--- config.mk ---
export PLATFORM = sky130hd
export DESIGN_NAME = tm1638_refresh_sched_flat
export DESIGN_NICKNAME = d
export VERILOG_FILES = /design/src/rtl/tm1638_refresh_sched_if.sv /design/src/rtl/tm1638_refresh_sched.sv /design/src/flat_wrapper.sv
export SDC_FILE = /design/constraint.sdc
export NUM_CORES = 1
export LEC_CHECK = 0
export ABC_AREA = 1
export BUFFER_PORTS_ARGS = -buffer_cell sky130_fd_sc_hd__buf_4
export CORE_AREA = 10 10 98 100
export DETAILED_ROUTE_END_ITERATION = 8
export DIE_AREA = 0 0 108 110
export GPL_ROUTABILITY_DRIVEN = 0
export HOLD_SLACK_MARGIN = 0.05
export PLACE_DENSITY = 0.54
export SLEW_MARGIN = 20
export SYNTH_ARGS = -nofsm -noshare
export SYNTH_HDL_FRONTEND = slang
export SYNTH_SLANG_ARGS = --single-unit
--- constraint.sdc ---
create_clock -name i_clk -period 1.7 [get_ports i_clk]
set_input_delay 0.34 -clock i_clk [delete_from_list [all_inputs] [get_ports i_clk]]
set_output_delay 0.34 -clock i_clk [all_outputs]
set_load 0.05 [all_outputs]
--- src/rtl/tm1638_refresh_sched_if.sv ---
// Signal bundle between the refresh scheduler and whoever drives/observes it.
// The master side issues requests and reports engine idle; the slave is the scheduler.
interface tm1638_refresh_sched_if;
  logic        i_auto_en;
  logic        i_force_req;
  logic        i_bright_req;
  logic [2:0]  i_bright;
  logic        i_disp_on;
  logic        i_engine_idle;
  logic        o_refresh_en;
  logic        o_cmd_en;
  logic [7:0]  o_cmd;
  logic        o_busy;
  logic        o_fault;
  logic [15:0] o_refresh_count;

  modport master (
    output i_auto_en, i_force_req, i_bright_req, i_bright, i_disp_on, i_engine_idle,
    input  o_refresh_en, o_cmd_en, o_cmd, o_busy, o_fault, o_refresh_count
  );

  modport slave (
    input  i_auto_en, i_force_req, i_bright_req, i_bright, i_disp_on, i_engine_idle,
    output o_refresh_en, o_cmd_en, o_cmd, o_busy, o_fault, o_refresh_count
  );
endinterface

--- src/rtl/tm1638_refresh_sched.sv ---
// Schedules periodic/forced TM1638 refreshes and display-control commands onto one engine.
// Optional completion watchdog: define TM1638_SCHED_WATCHDOG_EN.
module tm1638_refresh_sched #(
  parameter int CLOCK_FREQ_MHz = 12,
  parameter int REFRESH_HZ     = 50,
  parameter int WDOG_CYCLES    = 1_000_000
) (
  input  logic                   i_clk,
  input  logic                   i_rst_n,
  tm1638_refresh_sched_if.slave  io_sched
);

  localparam int TICKS = CLOCK_FREQ_MHz * 1_000_000 / REFRESH_HZ;
  localparam int TW    = $clog2(TICKS);
  localparam logic [TW-1:0] TICK_LAST = TW'(TICKS - 1);

  typedef enum logic [1:0] {S_IDLE, S_LAUNCH, S_GUARD, S_WAIT_DONE} state_t;

  state_t        r_state;
  logic [TW-1:0] r_tick;
  logic          r_pend_ref;
  logic          r_pend_cmd;
  logic [7:0]    r_cmd_byte;
  logic [7:0]    r_cmd;
  logic          r_job_cmd;
  logic          r_guard_last;
  logic          r_refresh_en;
  logic          r_cmd_en;
  logic          r_busy;
  logic [15:0]   r_refresh_count;

  logic w_tick_wrap;
  logic w_take_cmd;
  logic w_take_ref;
  logic w_wd_fire;

  assign w_tick_wrap = io_sched.i_auto_en && (r_tick == TICK_LAST);
  assign w_take_cmd  = (r_state == S_IDLE) && io_sched.i_engine_idle && r_pend_cmd;
  assign w_take_ref  = (r_state == S_IDLE) && io_sched.i_engine_idle && !r_pend_cmd && r_pend_ref;

  always_ff @(posedge i_clk or negedge i_rst_n) begin
    if (!i_rst_n) begin
      r_tick <= '0;
    end else if (!io_sched.i_auto_en || w_tick_wrap) begin
      r_tick <= '0;
    end else begin
      r_tick <= r_tick + TW'(1);
    end
  end

  // A new request in the same cycle its flag is consumed keeps the flag set.
  always_ff @(posedge i_clk or negedge i_rst_n) begin
    if (!i_rst_n) begin
      r_pend_ref <= 1'b0;
      r_pend_cmd <= 1'b0;
      r_cmd_byte <= 8'h88;
    end else begin
      r_pend_ref <= w_tick_wrap || io_sched.i_force_req || (r_pend_ref && !w_take_ref);
      r_pend_cmd <= io_sched.i_bright_req || (r_pend_cmd && !w_take_cmd);
      if (io_sched.i_bright_req) begin
        r_cmd_byte <= io_sched.i_disp_on ? (8'h88 | {5'b00000, io_sched.i_bright}) : 8'h80;
      end
    end
  end

`ifdef TM1638_SCHED_WATCHDOG_EN
  localparam int WW = $clog2(WDOG_CYCLES + 1);
  localparam logic [WW-1:0] WD_LAST = WW'(WDOG_CYCLES - 1);

  logic [WW-1:0] r_wd;
  logic          r_fault;

  // r_wd equals cycles elapsed since LAUNCH; a done seen on the last cycle still wins.
  assign w_wd_fire = ((r_state == S_GUARD) ||
                      ((r_state == S_WAIT_DONE) && !io_sched.i_engine_idle)) &&
                     (r_wd == WD_LAST);

  always_ff @(posedge i_clk or negedge i_rst_n) begin
    if (!i_rst_n) begin
      r_wd    <= '0;
      r_fault <= 1'b0;
    end else begin
      if (r_state == S_LAUNCH) begin
        r_wd <= WW'(1);
      end else if ((r_state == S_GUARD) || (r_state == S_WAIT_DONE)) begin
        r_wd <= r_wd + WW'(1);
      end
      if (w_wd_fire) begin
        r_fault <= 1'b1;
      end
    end
  end

  assign io_sched.o_fault = r_fault;
`else
  wire w_unused_wdog = |WDOG_CYCLES;
  assign w_wd_fire        = 1'b0;
  assign io_sched.o_fault = 1'b0;
`endif

  always_ff @(posedge i_clk or negedge i_rst_n) begin
    if (!i_rst_n) begin
      r_state         <= S_IDLE;
      r_cmd           <= 8'h00;
      r_job_cmd       <= 1'b0;
      r_guard_last    <= 1'b0;
      r_refresh_en    <= 1'b0;
      r_cmd_en        <= 1'b0;
      r_busy          <= 1'b0;
      r_refresh_count <= 16'h0000;
    end else begin
      r_refresh_en <= 1'b0;
      r_cmd_en     <= 1'b0;
      case (r_state)
        S_IDLE: begin
          if (w_take_cmd) begin
            r_state   <= S_LAUNCH;
            r_busy    <= 1'b1;
            r_job_cmd <= 1'b1;
            r_cmd_en  <= 1'b1;
            r_cmd     <= r_cmd_byte;
          end else if (w_take_ref) begin
            r_state      <= S_LAUNCH;
            r_busy       <= 1'b1;
            r_job_cmd    <= 1'b0;
            r_refresh_en <= 1'b1;
          end
        end
        S_LAUNCH: begin
          r_state      <= S_GUARD;
          r_guard_last <= 1'b0;
        end
        S_GUARD: begin
          if (w_wd_fire) begin
            r_state <= S_IDLE;
            r_busy  <= 1'b0;
          end else if (r_guard_last) begin
            r_state <= S_WAIT_DONE;
          end else begin
            r_guard_last <= 1'b1;
          end
        end
        S_WAIT_DONE: begin
          if (io_sched.i_engine_idle) begin
            r_state <= S_IDLE;
            r_busy  <= 1'b0;
            if (!r_job_cmd) begin
              r_refresh_count <= r_refresh_count + 16'd1;
            end
          end else if (w_wd_fire) begin
            r_state <= S_IDLE;
            r_busy  <= 1'b0;
          end
        end
        default: begin
          r_state <= S_IDLE;
          r_busy  <= 1'b0;
        end
      endcase
    end
  end

  assign io_sched.o_refresh_en    = r_refresh_en;
  assign io_sched.o_cmd_en        = r_cmd_en;
  assign io_sched.o_cmd           = r_cmd;
  assign io_sched.o_busy          = r_busy;
  assign io_sched.o_refresh_count = r_refresh_count;

endmodule

--- src/flat_wrapper.sv ---
// flat-port wrapper written by rule: the top's interface ports become plain ports
module tm1638_refresh_sched_flat 
#(
  parameter int CLOCK_FREQ_MHz = 12,
  parameter int REFRESH_HZ     = 50,
  parameter int WDOG_CYCLES    = 1_000_000
)
  (i_clk, i_rst_n, io_sched_i_auto_en, io_sched_i_force_req, io_sched_i_bright_req, io_sched_i_bright, io_sched_i_disp_on, io_sched_i_engine_idle, io_sched_o_refresh_en, io_sched_o_cmd_en, io_sched_o_cmd, io_sched_o_busy, io_sched_o_fault, io_sched_o_refresh_count);
  tm1638_refresh_sched_if io_sched_i ();
  input  logic i_clk;
  input  logic i_rst_n;
  input wire logic [$bits(io_sched_i.i_auto_en)-1:0] io_sched_i_auto_en;
  input wire logic [$bits(io_sched_i.i_force_req)-1:0] io_sched_i_force_req;
  input wire logic [$bits(io_sched_i.i_bright_req)-1:0] io_sched_i_bright_req;
  input wire logic [$bits(io_sched_i.i_bright)-1:0] io_sched_i_bright;
  input wire logic [$bits(io_sched_i.i_disp_on)-1:0] io_sched_i_disp_on;
  input wire logic [$bits(io_sched_i.i_engine_idle)-1:0] io_sched_i_engine_idle;
  output wire logic [$bits(io_sched_i.o_refresh_en)-1:0] io_sched_o_refresh_en;
  output wire logic [$bits(io_sched_i.o_cmd_en)-1:0] io_sched_o_cmd_en;
  output wire logic [$bits(io_sched_i.o_cmd)-1:0] io_sched_o_cmd;
  output wire logic [$bits(io_sched_i.o_busy)-1:0] io_sched_o_busy;
  output wire logic [$bits(io_sched_i.o_fault)-1:0] io_sched_o_fault;
  output wire logic [$bits(io_sched_i.o_refresh_count)-1:0] io_sched_o_refresh_count;
  assign io_sched_i.i_auto_en = io_sched_i_auto_en;
  assign io_sched_i.i_force_req = io_sched_i_force_req;
  assign io_sched_i.i_bright_req = io_sched_i_bright_req;
  assign io_sched_i.i_bright = io_sched_i_bright;
  assign io_sched_i.i_disp_on = io_sched_i_disp_on;
  assign io_sched_i.i_engine_idle = io_sched_i_engine_idle;
  assign io_sched_o_refresh_en = io_sched_i.o_refresh_en;
  assign io_sched_o_cmd_en = io_sched_i.o_cmd_en;
  assign io_sched_o_cmd = io_sched_i.o_cmd;
  assign io_sched_o_busy = io_sched_i.o_busy;
  assign io_sched_o_fault = io_sched_i.o_fault;
  assign io_sched_o_refresh_count = io_sched_i.o_refresh_count;
  tm1638_refresh_sched #(.CLOCK_FREQ_MHz(CLOCK_FREQ_MHz), .REFRESH_HZ(REFRESH_HZ), .WDOG_CYCLES(WDOG_CYCLES)) u_core (.i_clk(i_clk), .i_rst_n(i_rst_n), .io_sched(io_sched_i));
endmodule
## Word-level counts from Yosys, hierarchy flattened

Index checks and enable logic that the tools add are counted.

- Reduce and logical (&&, ||, !) cells: 24
- Equality and inequality tests: 7
- Bitwise logic cells: 1
- Add/subtract/negate cells: 2
- Multiplexer cells: 19

Operators with widths:

| kind | count |
|---|---|
| 18-bit by 1-bit adder with 18-bit output, second input constant | 1 |
| 18-bit == test, second input constant | 1 |
| 18-bit two-way mux | 1 |
| 16-bit by 1-bit adder with 16-bit output, second input constant | 1 |
| 1-bit two-way mux | 10 |
| 3-bit AND reduction | 3 |
| 2-bit two-way mux | 4 |
| 2-bit case mux with 4 select lines | 1 |
| 1-bit logical AND | 7 |
| 2-bit nonzero test | 3 |
| 2-bit == test, second input constant | 2 |
| 1-bit zero test | 4 |
| 1-bit logical OR | 4 |
| 4-bit two-way mux | 1 |
| 1-bit case mux with 2 select lines | 2 |
| 2-bit AND reduction | 2 |
| 3-bit by 1-bit != test with 1-bit output, second input constant | 1 |
| 2-bit by 1-bit == test with 1-bit output, second input constant | 1 |
| 2-bit zero test | 1 |
| 2-bit by 1-bit != test with 1-bit output, second input constant | 1 |
| 2-bit != test, second input constant | 1 |
| 1-bit NOT | 1 |

- Flip-flop bits (word level): 59

## Logic depth before layout (Yosys ltp)

- Depth in word-level cells: 7
- Depth in mapped cells: 9
- Mapped depth without buffers: 9

## Worst setup path before layout

Ideal clock, no wire load.

- Kind: register -> register
- Start point: register u_core.r_refresh_count[0], in the netlist u_core.io_sched.o_refresh_count[0]
- End point: register u_core.r_refresh_count[8], in the netlist u_core.io_sched.o_refresh_count[8]
- Slack: 0.044 ns
- Path buffers: 0
- Clock period less this slack: 1.656 ns
- Setup time: 0.120 ns
- Cell stages (with the launch flop): 9
- Data arrival time: 1.537 ns
- Cell sequence: dfrtp_1 -> ha_1 -> nand2_1 -> nor2_1 -> nand3_1 -> nor2_1 -> nand2_1 -> nand2_1 -> nand2_1

- Longest elaborated chain between the ends: 1

Ends and longest elaborated chain:

| what | line | RTL |
|---|---|---|
| start, declared | tm1638_refresh_sched.sv:30 | `logic [15:0] r_refresh_count;` |
| start signal, assigned | tm1638_refresh_sched.sv:148 | `r_refresh_count <= r_refresh_count + 16'd1;` |
| 16-bit by 1-bit adder with 16-bit output | tm1638_refresh_sched.sv:148 |  |

No other way between the ends.
A chain may end at the register's enable or synchronous reset.

## Worst setup path after layout

- Start point: register u_core.r_state[1]
- End point: register u_core.r_refresh_count[11], in the netlist u_core.io_sched.o_refresh_count[11]

- Longest elaborated chain between the ends: 2

Ends and longest elaborated chain:

| what | line | RTL |
|---|---|---|
| start, declared | tm1638_refresh_sched.sv:19 | `state_t r_state;` |
| start signal, assigned | tm1638_refresh_sched.sv:103 | `r_state <= S_IDLE;` |
| start signal, assigned | tm1638_refresh_sched.sv:117 | `r_state <= S_LAUNCH;` |
| start signal, assigned | tm1638_refresh_sched.sv:123 | `r_state <= S_LAUNCH;` |
| 2-bit == test | tm1638_refresh_sched.sv:114 | `case (r_state)` |
| 3-bit AND reduction (no line) | - |  |

No other way between the ends.

==> results by group <==
Detailed routing
  – DRT Wirelength: 5240 um
  – Post-route ant nets: 0
  – Wire per inst: 11.4 um
  – First DRT Iteration DRCs: 69
  – Vias: between 2000 and 2500
  – DRC viols: 0
  – Avg Vias per Cell: 4.35
  – DRT Pass-1 Iters: 4

Worst setup path
  – Req. time, crit path: 1.90 ns
  – Data arrival, critical path: 1.69 ns
  – Crit-path slowest cell: dfrtp_1
  – Crit path depth: 8
  – CP Max Fanout: 4
  – Critical path buffer and inverter count: 0
  – Reg-to-reg endpoint: u_core.io_sched.o_refresh_count[11]
  – Reg2reg start: u_core.r_state[1]
  – Crit-path max cell delay: 0.40 ns
  – CP startpoint kind: flip-flop
  – Kind of critical path: flip-flop to flip-flop
  – Cell repeated most along the worst path: nand2_1
  – Critical Path End Type: flip-flop
  – Worst path cell trace: ha_2 > nand2_1 > nor2_2 > nand2_1 > nor2_4 > nand2_1 > o21ai_0 > nand2_1
  – Top cell family by delay on the critical path: simple AND/OR/NAND/NOR gates
  – Crit path capture: u_core.io_sched.o_refresh_count[11]
  – Worst Reg-to-Reg Cells: 8
  – Crit path from: u_core.r_state[1]
  – Register-to-register setup slack: 0.21 ns

Finish
  – Ant diodes: 0
  – Most frequent cells in the layout: 75 x nand2_1, 51 x dfrtp_1, 47 x inv_1
  – Area growth from synthesis to layout: 17.6%
  – Most common cell after layout, fill and taps aside: nand2_1
  – NumNets Final: ~370
  – Share of cells above drive strength 1: 0.159

Logic synthesis
  – Post-synth cell types: 26
  – Register area share after synthesis: 0.503
  – Netlist Area Pre-Place: 0.00259 mm2
  – Yosys warnings: 0
  – Syn Inst Count: 320
  – Synthesized flop and latch total: 52
  – Post-Syn Area per Cell: 8.09 um2

STA
  – Worst-margin pin slew: around 0.66 ns
  – Setup-failing EPs final: 0
  – Final Hold Vio Count: 0
  – Clock Skew: between 0.004 and 0.005 ns
  – TNS Setup: 0 ns
  – Fin crit share: 0.877
  – Final min period: 1.49 ns
  – FMAX: 671 MHz
  – Slew margin rel.: 0.563
  – Max-slew violation count: 0
  – RSZ-0062 raised after global routing: false
  – Setup WS post-layout: 0.209 ns

CTS
  – Post-CTS Setup Bufs: 0
  – Worst-Skew Late Latency: 0.30 ns
  – Post-CTS sizing: 0
  – Post-CTS Hold Buffers: 0
  – Root Driver: clkbuf_8
  – CTS clk-pin slew, worst paths: roughly 0.10 ns
  – CTS tree: built
  – Num CTS Buffers: 5
  – CTS HTree Levels: 2
  – Clock sink total: 52
  – Max Buffers Root-to-Sink: 2

Power and ir drop
  – Cell Pwr Density: 1020 mW/mm2
  – Peak supply drop: 684 uV
  – LEAKAGE: 1.49 nW
  – Power Total: approximately 3.1 mW

GRT
  – Total GRT Usage: 0.0952
  – Initial antenna violation count: 0
  – Total gr overflow: 0
  – Largest net degree at the start of global routing: 53
  – Vias in the first global route: 2098
  – First-pass GRT wire length: roughly 9400 um

Floorplan
  – Core area: 0.00765 mm2
  – Die area: 0.0119 mm2
  – # IOs: 38
  – Starting Density: 0.339
  – Cell Rows: 32
  – Die width: 108 um
  – Die Y: 110 um

Placed design
  – Port Buf Inserts: 33
  – Setup Slack @ Placement: 0.154 ns
  – DP HPWL: between 3000 and 4000 um

Min path
  – Worst hold path class: primary input to async pin

Flow run
  – Max-cap violations: 0

Run status
  – Outcome: finished, final reports clean
metrics by stage:
step / instances / util / instance area (um2) / hold slack, ns
floorplan: 323 / - / 2600 / 0.0444
global placement: 452 / 0.384 / 2930 / 0.429
detailed placement: 452 / 0.384 / 2930 / 0.426
CTS: 460 / 0.396 / 3030 / 0.0818
global route: 460 / 0.398 / 3050 / 0.104
finish: 460 / 0.398 / 3050 / 0.0588
state kept, by name, summed over array words and instances, names as in the netlist:
name,count
u_core.io_sched.o_busy,1
u_core.io_sched.o_cmd,5
u_core.io_sched.o_cmd_en,1
u_core.io_sched.o_refresh_count,16
u_core.io_sched.o_refresh_en,1
u_core.r_cmd_byte,4
u_core.r_guard_last,1
u_core.r_job_cmd,1
u_core.r_pend_cmd,1
u_core.r_pend_ref,1
u_core.r_state,2
u_core.r_tick,18
power breakdown:
group,switching (mW),internal (mW)
logic,0.619,0.280
clock network,0.413,0.334
registers,0.0936,1.38
worst min-delay path by stage:
stage | startpoint | endpoint | slack, ns | cells after the start
after detailed placement | i_rst_n | u_core.io_sched.o_cmd_en | 0.43 | 1
final | i_rst_n | u_core.io_sched.o_cmd[7] | 0.06 | 1
after floorplan | i_rst_n | u_core.io_sched.o_busy | 0.04 | 0
after global placement | i_rst_n | u_core.io_sched.o_cmd[0] | 0.43 | 1
after global routing | i_rst_n | u_core.io_sched.o_cmd[1] | 0.10 | 1
after CTS | i_rst_n | u_core.io_sched.o_refresh_count[8] | 0.08 | 1
layout make-up:
class                           instances  area (um2)
Clock inverter                          2        13.8
Sequential cell                        52        1300
Fill cell                             786        4600
Tap cell                              102         128
Clock buffer                            6        82.6
Inverter                               47         176
Timing Repair Buffer                   34         255
Multi-Input combinational cell        217        1090
layer usage:
| metal | up-vias | part of all wire | track usage |
|---|---|---|---|
| met5 | - | 0 | 0 |
| met4 | 0 | 0.0090 | 0.0258 |
| met3 | 4 | 0.052 | 0.0308 |
| met2 | 26 | 0.47 | 0.159 |
| met1 | 910 | 0.47 | 0.115 |
| li1 | 1063 | - | - |
synth_stat cells, drive strengths merged:
master / n / area share
inv: 47 / 0.068
nand3: 21 / 0.043
a21oi: 2 / 0.0039
buf: 6 / 0.018
nor3: 10 / 0.019
dfstp: 1 / 0.010
conb: 1 / 0.0014
o21ai: 15 / 0.029
dfrtp: 51 / 0.49
nand4: 9 / 0.022
xnor2: 5 / 0.017
nand2: 80 / 0.12
or2: 1 / 0.0024
xor2: 8 / 0.027
nor2: 50 / 0.079
o21bai: 3 / 0.0087
clkbuf: 1 / 0.0014
ha: 5 / 0.024
nand3b: 4 / 0.012
kinds of logic (layout without fill, tap and decap cells):
| family | count (synthesis) | count (layout) | synth area share |
|---|---|---|---|
| and+or+nand+nor | 175 | 175 | 0.299 |
| buffers and inverters | 54 | 89 | 0.0874 |
| DFF | 52 | 52 | 0.503 |
| AOI/OAI and AO/OA | 20 | 20 | 0.0415 |
| xor gates and xnor gates | 13 | 13 | 0.0440 |
| adders and majority gates | 5 | 5 | 0.0242 |
| other | 1 | 4 | 0.00145 |
Note: power is estimated with default switching activity, not from simulation.
